**src/rtl/display_pkg.sv**
```systemverilog
// Shared types and constants for the 7-segment value formatter.
// Holds the FSM encoding, digit geometry, default enable masks and the leading-digit encoder.
package display_pkg;

  typedef enum logic [1:0] {
    ST_IDLE  = 2'd0,
    ST_SHIFT = 2'd1,
    ST_HEX   = 2'd2,
    ST_DONE  = 2'd3
  } state_e;

  localparam int NUM_DIGITS = 8;
  localparam int DIGIT_W    = 4;
  localparam int BCD_DIGITS = 5;
  localparam int BCD_W      = BCD_DIGITS * DIGIT_W;
  localparam int VALUE_W    = 16;

  localparam logic [NUM_DIGITS-1:0] EN_MASK_DEC = 8'h1F;
  localparam logic [NUM_DIGITS-1:0] EN_MASK_HEX = 8'h0F;

  // Enable every digit up to the most significant non-zero nibble; digit 0 is always lit.
  function automatic logic [NUM_DIGITS-1:0] lead_enable(
    input logic [NUM_DIGITS*DIGIT_W-1:0] data
  );
    logic [NUM_DIGITS-1:0] mask;
    logic                  seen;
    seen = 1'b0;
    mask = {NUM_DIGITS{1'b0}};
    for (int i = NUM_DIGITS - 1; i >= 0; i--) begin
      seen    = seen | (data[i*DIGIT_W +: DIGIT_W] != 4'h0) | (i == 0);
      mask[i] = seen;
    end
    return mask;
  endfunction

endpackage

```
**src/rtl/bcd_digit_adjust.sv**
```systemverilog
// One double-dabble correction stage: a BCD digit of 5 or more gets 3 added
// so the following left shift carries correctly into the next decimal digit.
module bcd_digit_adjust
  import display_pkg::*;
(
  input  logic [DIGIT_W-1:0] digit,
  output logic [DIGIT_W-1:0] adjusted
);

  assign adjusted = (digit >= 4'd5) ? (digit + 4'd3) : digit;

endmodule

```
**src/rtl/display_value_formatter.sv**
```systemverilog
// Converts a 16-bit value into eight digit codes plus enable/dot masks for the 7-segment driver.
// Decimal uses a bit-serial double-dabble; outputs change only in the DONE cycle.
module display_value_formatter
  import display_pkg::*;
#(
  parameter bit BLANK_LEADING = 1'b1
) (
  input  logic                          i_clk,
  input  logic                          i_resetn,
  input  logic [VALUE_W-1:0]            i_value,
  input  logic                          i_valid,
  input  logic                          i_signed,
  input  logic                          i_hexMode,
  input  logic [NUM_DIGITS-1:0]         i_dots,
  output logic                          o_ready,
  output logic [NUM_DIGITS*DIGIT_W-1:0] o_data,
  output logic [NUM_DIGITS-1:0]         o_enableDigit,
  output logic [NUM_DIGITS-1:0]         o_dots,
  output logic                          o_done
);

  state_e                          state_r, state_s;
  logic [3:0]                      count_r, count_s;
  logic [VALUE_W-1:0]              mag_r, mag_s;
  logic [BCD_W-1:0]                bcd_r, bcd_s;
  logic [BCD_W-1:0]                bcd_adj_s;
  logic                            hex_r, hex_s;
  logic                            sign_r, sign_s;
  logic [NUM_DIGITS-1:0]           dots_lat_r, dots_lat_s;
  logic                            accept_s;
  logic                            negate_s;
  logic [NUM_DIGITS*DIGIT_W-1:0]   data_commit_s;
  logic [NUM_DIGITS-1:0]           en_commit_s;
  logic [NUM_DIGITS-1:0]           dots_commit_s;

  assign o_ready  = (state_r == ST_IDLE);
  assign accept_s = i_valid & o_ready;
  assign negate_s = i_signed & ~i_hexMode & i_value[VALUE_W-1];

  for (genvar g = 0; g < BCD_DIGITS; g++) begin : g_adj
    bcd_digit_adjust u_adj (
      .digit    (bcd_r[g*DIGIT_W +: DIGIT_W]),
      .adjusted (bcd_adj_s[g*DIGIT_W +: DIGIT_W])
    );
  end

  // Next-state and working-register update
  always_comb begin
    state_s    = state_r;
    count_s    = count_r;
    mag_s      = mag_r;
    bcd_s      = bcd_r;
    hex_s      = hex_r;
    sign_s     = sign_r;
    dots_lat_s = dots_lat_r;
    case (state_r)
      ST_IDLE: begin
        if (accept_s) begin
          hex_s      = i_hexMode;
          sign_s     = negate_s;
          dots_lat_s = i_dots;
          mag_s      = negate_s ? (16'd0 - i_value) : i_value;
          bcd_s      = {BCD_W{1'b0}};
          count_s    = 4'd0;
          state_s    = i_hexMode ? ST_HEX : ST_SHIFT;
        end else begin
          state_s    = ST_IDLE;
        end
      end
      ST_SHIFT: begin
        {bcd_s, mag_s} = {bcd_adj_s[BCD_W-2:0], mag_r, 1'b0};
        count_s        = count_r + 4'd1;
        state_s        = (count_r == 4'd15) ? ST_DONE : ST_SHIFT;
      end
      ST_HEX:  state_s = ST_DONE;
      ST_DONE: state_s = ST_IDLE;
      default: state_s = ST_IDLE;
    endcase
  end

  // FSM and working registers
  always_ff @(posedge i_clk or negedge i_resetn) begin
    if (!i_resetn) begin
      state_r    <= ST_IDLE;
      count_r    <= 4'd0;
      mag_r      <= {VALUE_W{1'b0}};
      bcd_r      <= {BCD_W{1'b0}};
      hex_r      <= 1'b0;
      sign_r     <= 1'b0;
      dots_lat_r <= {NUM_DIGITS{1'b0}};
    end else begin
      state_r    <= state_s;
      count_r    <= count_s;
      mag_r      <= mag_s;
      bcd_r      <= bcd_s;
      hex_r      <= hex_s;
      sign_r     <= sign_s;
      dots_lat_r <= dots_lat_s;
    end
  end

  // Values presented to the driver when the conversion completes
  always_comb begin
    data_commit_s = hex_r ? {16'h0000, mag_r} : {12'h000, bcd_r};
    dots_commit_s = dots_lat_r | {sign_r, 7'b000_0000};
    if (BLANK_LEADING) begin
      en_commit_s = lead_enable(data_commit_s);
    end else begin
      en_commit_s = hex_r ? EN_MASK_HEX : EN_MASK_DEC;
    end
  end

  // Output buffer: only the DONE cycle touches it
  always_ff @(posedge i_clk or negedge i_resetn) begin
    if (!i_resetn) begin
      o_data        <= {(NUM_DIGITS*DIGIT_W){1'b0}};
      o_enableDigit <= {NUM_DIGITS{1'b0}};
      o_dots        <= {NUM_DIGITS{1'b0}};
      o_done        <= 1'b0;
    end else if (state_r == ST_DONE) begin
      o_data        <= data_commit_s;
      o_enableDigit <= en_commit_s;
      o_dots        <= dots_commit_s;
      o_done        <= 1'b1;
    end else begin
      o_done        <= 1'b0;
    end
  end

endmodule

```
**config.mk**
```make
export PLATFORM = sky130hd
export DESIGN_NAME = display_value_formatter
export DESIGN_NICKNAME = d
export VERILOG_FILES = /design/src/rtl/display_pkg.sv /design/src/rtl/bcd_digit_adjust.sv /design/src/rtl/display_value_formatter.sv
export SDC_FILE = /design/constraint.sdc
export NUM_CORES = 1
export LEC_CHECK = 0
export ABC_AREA = 1
export BUFFER_PORTS_ARGS = -buffer_cell sky130_fd_sc_hd__buf_2
export CAP_MARGIN = 20
export CORE_UTILIZATION = 59
export CTS_BUF_LIST = sky130_fd_sc_hd__clkbuf_4
export CTS_CLUSTER_DIAMETER = 40
export CTS_CLUSTER_SIZE = 12
export DETAILED_ROUTE_END_ITERATION = 10
export PLACE_DENSITY_LB_ADDON = 0.2
export SLEW_MARGIN = 20
export SYNTH_ARGS = -nofsm -noshare
export SYNTH_HDL_FRONTEND = slang
export SYNTH_HIERARCHICAL = 1
export SYNTH_SLANG_ARGS = --single-unit
```
**constraint.sdc**
```tcl
create_clock -name i_clk -period 1.8 [get_ports i_clk]
set_input_delay 0.18 -clock i_clk [delete_from_list [all_inputs] [get_ports i_clk]]
set_output_delay 0.18 -clock i_clk [all_outputs]
set_load 0.03 [all_outputs]
```
==> summary.md, run 1 <==
| Metric | Value |
|---|---|
| Die W | `92.62 µm` |
| WL met1 | `5.028 mm` |
| Slowest cell on the critical path | `dfrtp_1` |
| CP Class | `reg2reg` |
| Wire length per cell | `13.78 µm` |
| Arr. time, crit path | `2.08 ns` |
| Post-Layout Inst Area | `5509 µm²` |
| Initial Util | `0.6173` |
| First-pass GRT wire length | `18.33 mm` |
| Max Cap Violations | `0` |
| Vias after detailed routing | `4305` |
| FP Rows | `32` |
| CTS sink count | `86` |
| CP top delay family | `flip-flops` |
| Largest net degree at the start of global routing | `87` |
| CP max FO | `12` |
| Worst Setup SP | `state_r[0]` |
| CP Capture Point | `mag_r[2]` |
| Status | `completed` |
| CP peak stage delay | `0.43 ns` |
| Endpoints failing hold | `0` |
| Final cell count without fillers | `804` |
| Total Nets Final | `743` |
| I/O Buffers | `63` |
| Setup TNS | `0 ns` |
| P&R area growth vs syn | `13.71%` |
| Clk_lat worst skew | `0.43 ns` |
| Placed cell area | `5211 µm²` |
| Final period util | `0.9571` |
| Remaining DRCs | `0` |
| Met3 wire length | `504 µm` |
| Layout Utilization | `0.7020` |
| P_leak | `2.831 nW` |
| Fin. max-slew vios | `0` |
| Post-Place Cells | `778` |
| DR WL met2 | `5.427 mm` |
| CTS H-tree depth | `3` |
| Ant. Diodes | `0` |
| R2R setup slack | `0.08 ns` |
| Root buffer cell | `clkbuf_4` |
| Post-CTS setup buffers | `0` |
| Hold_sp | `i_hexMode` |
| Critical path cell sequence | `inv_1, ha_1, nand2_1, o21ai_4, buf_4, o21ai_0, o22ai_1` |
| Layout fillers | `660` |
| CTS Buf Count | `9` |
| Clock transition at path regs | `0.14 ns` |
| First DRT Iteration DRCs | `235` |
| Critical path buffer and inverter count | `2` |
| Vias in the first global route | `3908` |
| Startpoint Class | `register` |
| GPL Wtd Cong | `0.8381` |
| Uppermost routed layer | `met4` |
| Area of the mapped netlist | `4845 µm²` |
| Mapped Avg Cell Area | `7.776 µm²` |
| DR vias/cell | `5.354` |
| Detail Route Antenna Nets | `0` |
| Syn Inst Count | `623` |
| Element type at the critical path end | `register` |
| Overall routing resource usage | `0.2710` |
| Fmax achieved | `0.5804 GHz` |
| Syn. warnings | `6` |
| Share of cells above drive strength 1 | `0.1937` |
| CP required | `2.15 ns` |
| WP depth | `7` |
| Die H | `92.62 µm` |
| DP Wirelength | `7.777 mm` |
| Peak supply drop | `0.6206 mV` |
| Reg2reg end | `mag_r[2]` |
| CTS max path bufs | `2` |
| RR Startpoint | `state_r[0]` |
| Die footprint | `8578 µm²` |
| Routed wire length | `11.08 mm` |
| Final count of negative-setup-slack endpoints | `0` |
| Clock skew | `0.02315 ns` |
| Core area | `7848 µm²` |
| WHS | `0.05118 ns` |
| IO Pins | `79` |
| Worst min path class | `in2reg` |
| Power Density | `1399 nW/µm²` |
| Initial antenna violation count | `0` |
| RSZ-0062 raised after global routing | `false` |
| Minimum clock period | `1.723 ns` |
| Total iterations of the first detailed-routing run | `5` |
| GRT overflow | `0` |
| CTS tree | `built` |
| Reg2Reg Depth | `7` |
## worst min path at each step
stage	endpoint	slack, ns	cells after the start
2_1_floorplan	bcd_r[0]	-0.12	0
3_3_place_gp	o_data[9]	0.25	2
3_5_place_dp	o_data[13]	0.25	2
4_1_cts	hex_r	0.03	3
5_1_grt	hex_r	0.03	3
6_report	hex_r	0.05	3
## layout make-up
type	count	area, µm²	share of cell area
multi-input cells	454	2278	0.4136
flip-flops and latches	86	2152	0.3906
repair buffers	85	518.0	0.09403
inverters	60	239.0	0.04338
well taps	102	127.6	0.02317
clock inverters	5	106.4	0.01931
clock buffers	11	82.58	0.01499
repair inverters	1	5.005	0.0009085
## routing by layer
| layer | up-vias | GRT usage |
|---|---|---|
| met5 | - | 0 |
| met4 | 0 | 0.06282 |
| met3 | 14 | 0.03941 |
| li1 | 2111 | - |
| met1 | 2044 | 0.3670 |
| met2 | 136 | 0.4617 |
## through the flow
stage	total power, mW	worst slack [ns]
final	7.707	0.07715
after global routing	8.205	0.01341
after CTS	7.676	0.08895
after detailed placement	6.261	-0.08743
after global placement	6.134	0.04447
after floorplan	5.336	0.006691
## report_power, final
group	internal [mW]	switching [mW]	leakage, nW
Clock	0.740	0.662	0.0977
Combinational	1.02	2.36	1.63
Sequential	2.54	0.385	1.11
Total	4.30	3.41	2.83
## state kept, by name, indices dropped and copies added (netlist names)
| register | cells |
|---|---|
| state_r | 2 |
| mag_r | 16 |
| hex_r | 1 |
| o_dots | 8 |
| count_r | 4 |
| o_done | 1 |
| bcd_r | 20 |
| o_enableDigit | 5 |
| sign_r | 1 |
| dots_lat_r | 8 |
| o_data | 20 |
## cells in the final DEF (no fill, tap or decap), types with 3 or more instances in the layout
cell type	instances
ha_1	17
a22o_1	14
dfrtp_1	86
inv_6	3
nand2_1	200
nor2_1	53
a21oi_2	4
o21ai_1	13
buf_2	62
nor2_4	10
conb_1	15
a21oi_1	23
nand2_2	6
buf_4	13
nand4_1	4
clkbuf_4	11
nor3_1	3
nand3_1	25
inv_2	9
bufinv_16	3
o21ai_0	46
inv_1	48
o21ai_2	6
dlygate4sd3_1	9
## worst reg2reg max path, delay by kind of cell, from the launching register on
family / cells / cell delay [ns]
AOI/OAI and AO/OA: 3 / 0.40
DFF: 1 / 0.43
buffers and inverters: 2 / 0.39
and+or+nand+nor: 1 / 0.15
adders and majority gates: 1 / 0.27
## repair_timing
| action | CTS | global route |
|---|---|---|
| gates cloned | 0 | 1 |
| gates resized for setup | 3 | 2 |
| hold buffers | 9 | 0 |
| endpoints found under the setup margin | 33 | 7 |
| hold endpoints to repair | 94 | 0 |
(Power assumes the default switching activity.)
==> inputs of run 2 (changes only) <==
- PLACE_DENSITY: not set -> 0.83
- PLACE_DENSITY_LB_ADDON: 0.2 -> not set
==> run 2 against run 1 <==
  * Global-route usage is 0.71 points higher
  * Clock-buffer cell count is 2 lower
  * Critical path depth stayed put
  * Hold slack worse by 0.031 ns
  * Setup slack better by 0.048 ns
  * Cell count is 0.37% lower
  * Utilization is 0.45 points lower
  * Wire length is 0.88% higher
  * Largest power group unchanged
  * Highest routed layer unchanged
==> summary.md, run 2 (same netlist as run 1, synthesis figures left out) <==
| Metric | Value |
|---|---|
| WHS | `0.02052 ns (was 0.05118 ns)` |
| Cell mode on critical path | `nand2_1` |
| P&R area growth vs syn | `12.99% (was 13.71%)` |
| Layout Utilization | `0.6975 (was 0.7020)` |
| Clock transition at path regs | `0.15 ns (was 0.14 ns)` |
| Die footprint | `8578 µm² (unchanged)` |
| Cell internal pwr | `3.996 mW (was 4.299 mW)` |
| Startpoint Class | `register (unchanged)` |
| GRT overflow | `0 (unchanged)` |
| Worst setup margin | `0.1250 ns (was 0.07715 ns)` |
| Clk pwr share | `0.152 (was 0.182)` |
| Power Density | `1364 nW/µm² (was 1399 nW/µm²)` |
| Clock skew | `0.03124 ns (was 0.02315 ns)` |
| CTS max path bufs | `2 (unchanged)` |
| DP Wirelength | `7.823 mm (was 7.777 mm)` |
| RSZ-0062 raised after global routing | `false (unchanged)` |
| Gate power share | `0.454 (was 0.439)` |
| Endpoints failing hold | `0 (unchanged)` |
| Status | `completed (unchanged)` |
| Switching Fraction | `0.4647 (was 0.4422)` |
| Core area | `7848 µm² (unchanged)` |
| Ant. Diodes | `0 (unchanged)` |
| Vias after detailed routing | `4300 (was 4305)` |
| Max Cap Violations | `0 (unchanged)` |
| CTS tree | `built (unchanged)` |
| I/O Buffers | `63 (unchanged)` |
| GPL Wtd Cong | `0.8510 (was 0.8381)` |
| Initial Util | `0.6173 (unchanged)` |
| Minimum clock period | `1.675 ns (was 1.723 ns)` |
| Setup TNS | `0 ns (unchanged)` |
| Die W | `92.62 µm (unchanged)` |
| Critical path buffer and inverter count | `2 (unchanged)` |
| CTS Buf Count | `9 (unchanged)` |
| CP max FO | `12 (unchanged)` |
| IO Pins | `79 (unchanged)` |
| Share of cells above drive strength 1 | `0.1903 (was 0.1937)` |
| Total Nets Final | `741 (was 743)` |
| Arr. time, crit path | `2.02 ns (was 2.08 ns)` |
| Detail Route Antenna Nets | `0 (unchanged)` |
| Final period util | `0.9306 (was 0.9571)` |
| CTS sink count | `86 (unchanged)` |
| DR vias/cell | `5.368 (was 5.354)` |
| Wire length per cell | `13.95 µm (was 13.78 µm)` |
| Highest-count cells in the layout ignoring fill and taps | `nand2_1 (200), dfrtp_1 (86), buf_2 (62) (unchanged)` |
| First-pass GRT wire length | `18.72 mm (was 18.33 mm)` |
| Fmax achieved | `0.5970 GHz (was 0.5804 GHz)` |
| Fin. max-slew vios | `0 (unchanged)` |
| Total iterations of the first detailed-routing run | `5 (unchanged)` |
| Layout fillers | `655 (was 660)` |
| Routed wire length | `11.18 mm (was 11.08 mm)` |
| P_leak | `2.809 nW (was 2.831 nW)` |
| CP top delay family | `simple AND/OR/NAND/NOR gates (was flip-flops)` |
| First DRT Iteration DRCs | `275 (was 235)` |
| Clk_lat worst skew | `0.44 ns (was 0.43 ns)` |
| CP Class | `reg2reg (unchanged)` |
| Most common cell after layout, fill and taps aside | `nand2_1 (unchanged)` |
| Remaining DRCs | `0 (unchanged)` |
| CTS H-tree depth | `3 (unchanged)` |
| Top Registers | `bcd_r: 20 flops, o_data: 20 flops, mag_r: 16 flops (unchanged)` |
| CP required | `2.15 ns (about the same)` |
| Final count of negative-setup-slack endpoints | `0 (unchanged)` |
| CP peak stage delay | `0.48 ns (was 0.43 ns)` |
| Post-Layout Inst Area | `5474 µm² (was 5509 µm²)` |
| Die H | `92.62 µm (unchanged)` |
| Sw power | `3.468 mW (was 3.408 mW)` |
| Element type at the critical path end | `register (unchanged)` |
| Overall routing resource usage | `0.2781 (was 0.2710)` |
| Peak supply drop | `0.7550 mV (was 0.6206 mV)` |
| Initial antenna violation count | `0 (unchanged)` |
| Largest net degree at the start of global routing | `45 (was 87)` |
| Worst min path class | `in2reg (unchanged)` |
| Placed cell area | `5209 µm² (was 5211 µm²)` |
| Setup WS pre-CTS | `-0.02339 ns (was -0.08743 ns)` |
| Critical path cell sequence | `buf_4, o21ai_0, nand2_1, nor3_2, nand3_1, nand2_1, inv_1 (was inv_1, ha_1, nand2_1, o21ai_4, buf_4, o21ai_0, o22ai_1)` |
| Vias in the first global route | `4061 (was 3908)` |
| FP Rows | `32 (unchanged)` |
| Root buffer cell | `clkbuf_4 (unchanged)` |
| Slowest cell on the critical path | `dfrtp_1 (unchanged)` |
| Reg power frac | `0.393 (was 0.379)` |
## run 2: changes by cell type in the layout (fill, tap and decap cells not counted)
cell        before  now
clkinv_4         0    2
buf_4           13   10
clkinvlp_4       2    3
inv_2            9    8
buf_12           1    3
clkinvlp_2       1    0
clkbuf_4        11    9
bufinv_16        3    1
inv_4            0    1
## run 2: worst register-to-register path, cell delays in order (launching register included)
cell	delay, ns
dfrtp_1	0.48
buf_4	0.21
o21ai_0	0.31
nand2_1	0.11
nor3_2	0.26
nand3_1	0.12
nand2_1	0.07
inv_1	0.03
## run 2: stage by stage
stage,std cells,power (mW)
2_1_floorplan,637,5.336
3_5_place_dp,776,6.237
3_3_place_gp,776,6.103
6_report,801,7.464
4_1_cts,800,7.375
5_1_grt,801,7.980
## run 2: routing by layer
| metal | wire, µm | GRT usage |
|---|---|---|
| met1 | 4798 | 0.3635 |
| met2 | 5471 | 0.4679 |
| met3 | 685 | 0.04926 |
| met4 | 221 | 0.09359 |
| met5 | 0 | 0 |
## run 2: timing repair
item,4_1_cts,5_1_grt
hold buffers,9,0
gates resized for setup,1,7
setup buffers,0,1
setup endpoints to repair,29,36
hold endpoints to repair,94,0
## run 2: final timing paths
check                                        end  slack [ns]       from  cells past startpoint
worst max-delay path            o_enableDigit[1]        0.12      hex_r                      7
worst min-delay path                       hex_r        0.02  i_hexMode                      3
worst max register to register  o_enableDigit[1]        0.12      hex_r                      7
worst min register to register         o_dots[6]        0.49  o_dots[6]                      2
max in group asynchronous              o_data[3]        1.08   i_resetn                      3
min in group asynchronous              o_dots[1]        0.14   i_resetn                      2
## run 2: layout make-up
cell class                      instances  area, µm²  area share
Inverter                               60      241.5     0.04411
Clock inverter                          6      71.32     0.01303
Clock buffer                            9      67.56     0.01234
Timing Repair Buffer                   84      535.5     0.09783
Tap cell                              102      127.6     0.02331
Sequential cell                        86       2152      0.3931
Multi-Input combinational cell        454       2278      0.4162
## run 2: power groups by stage
stage               logic, mW  clock network [mW]  registers (mW)
floorplan                1.92                   0            3.41
global placement         3.17                   0            2.93
detailed placement       3.28                   0            2.96
CTS                      3.31                1.14            2.92
global route             3.75                1.22            3.01
finish                   3.39                1.14            2.94
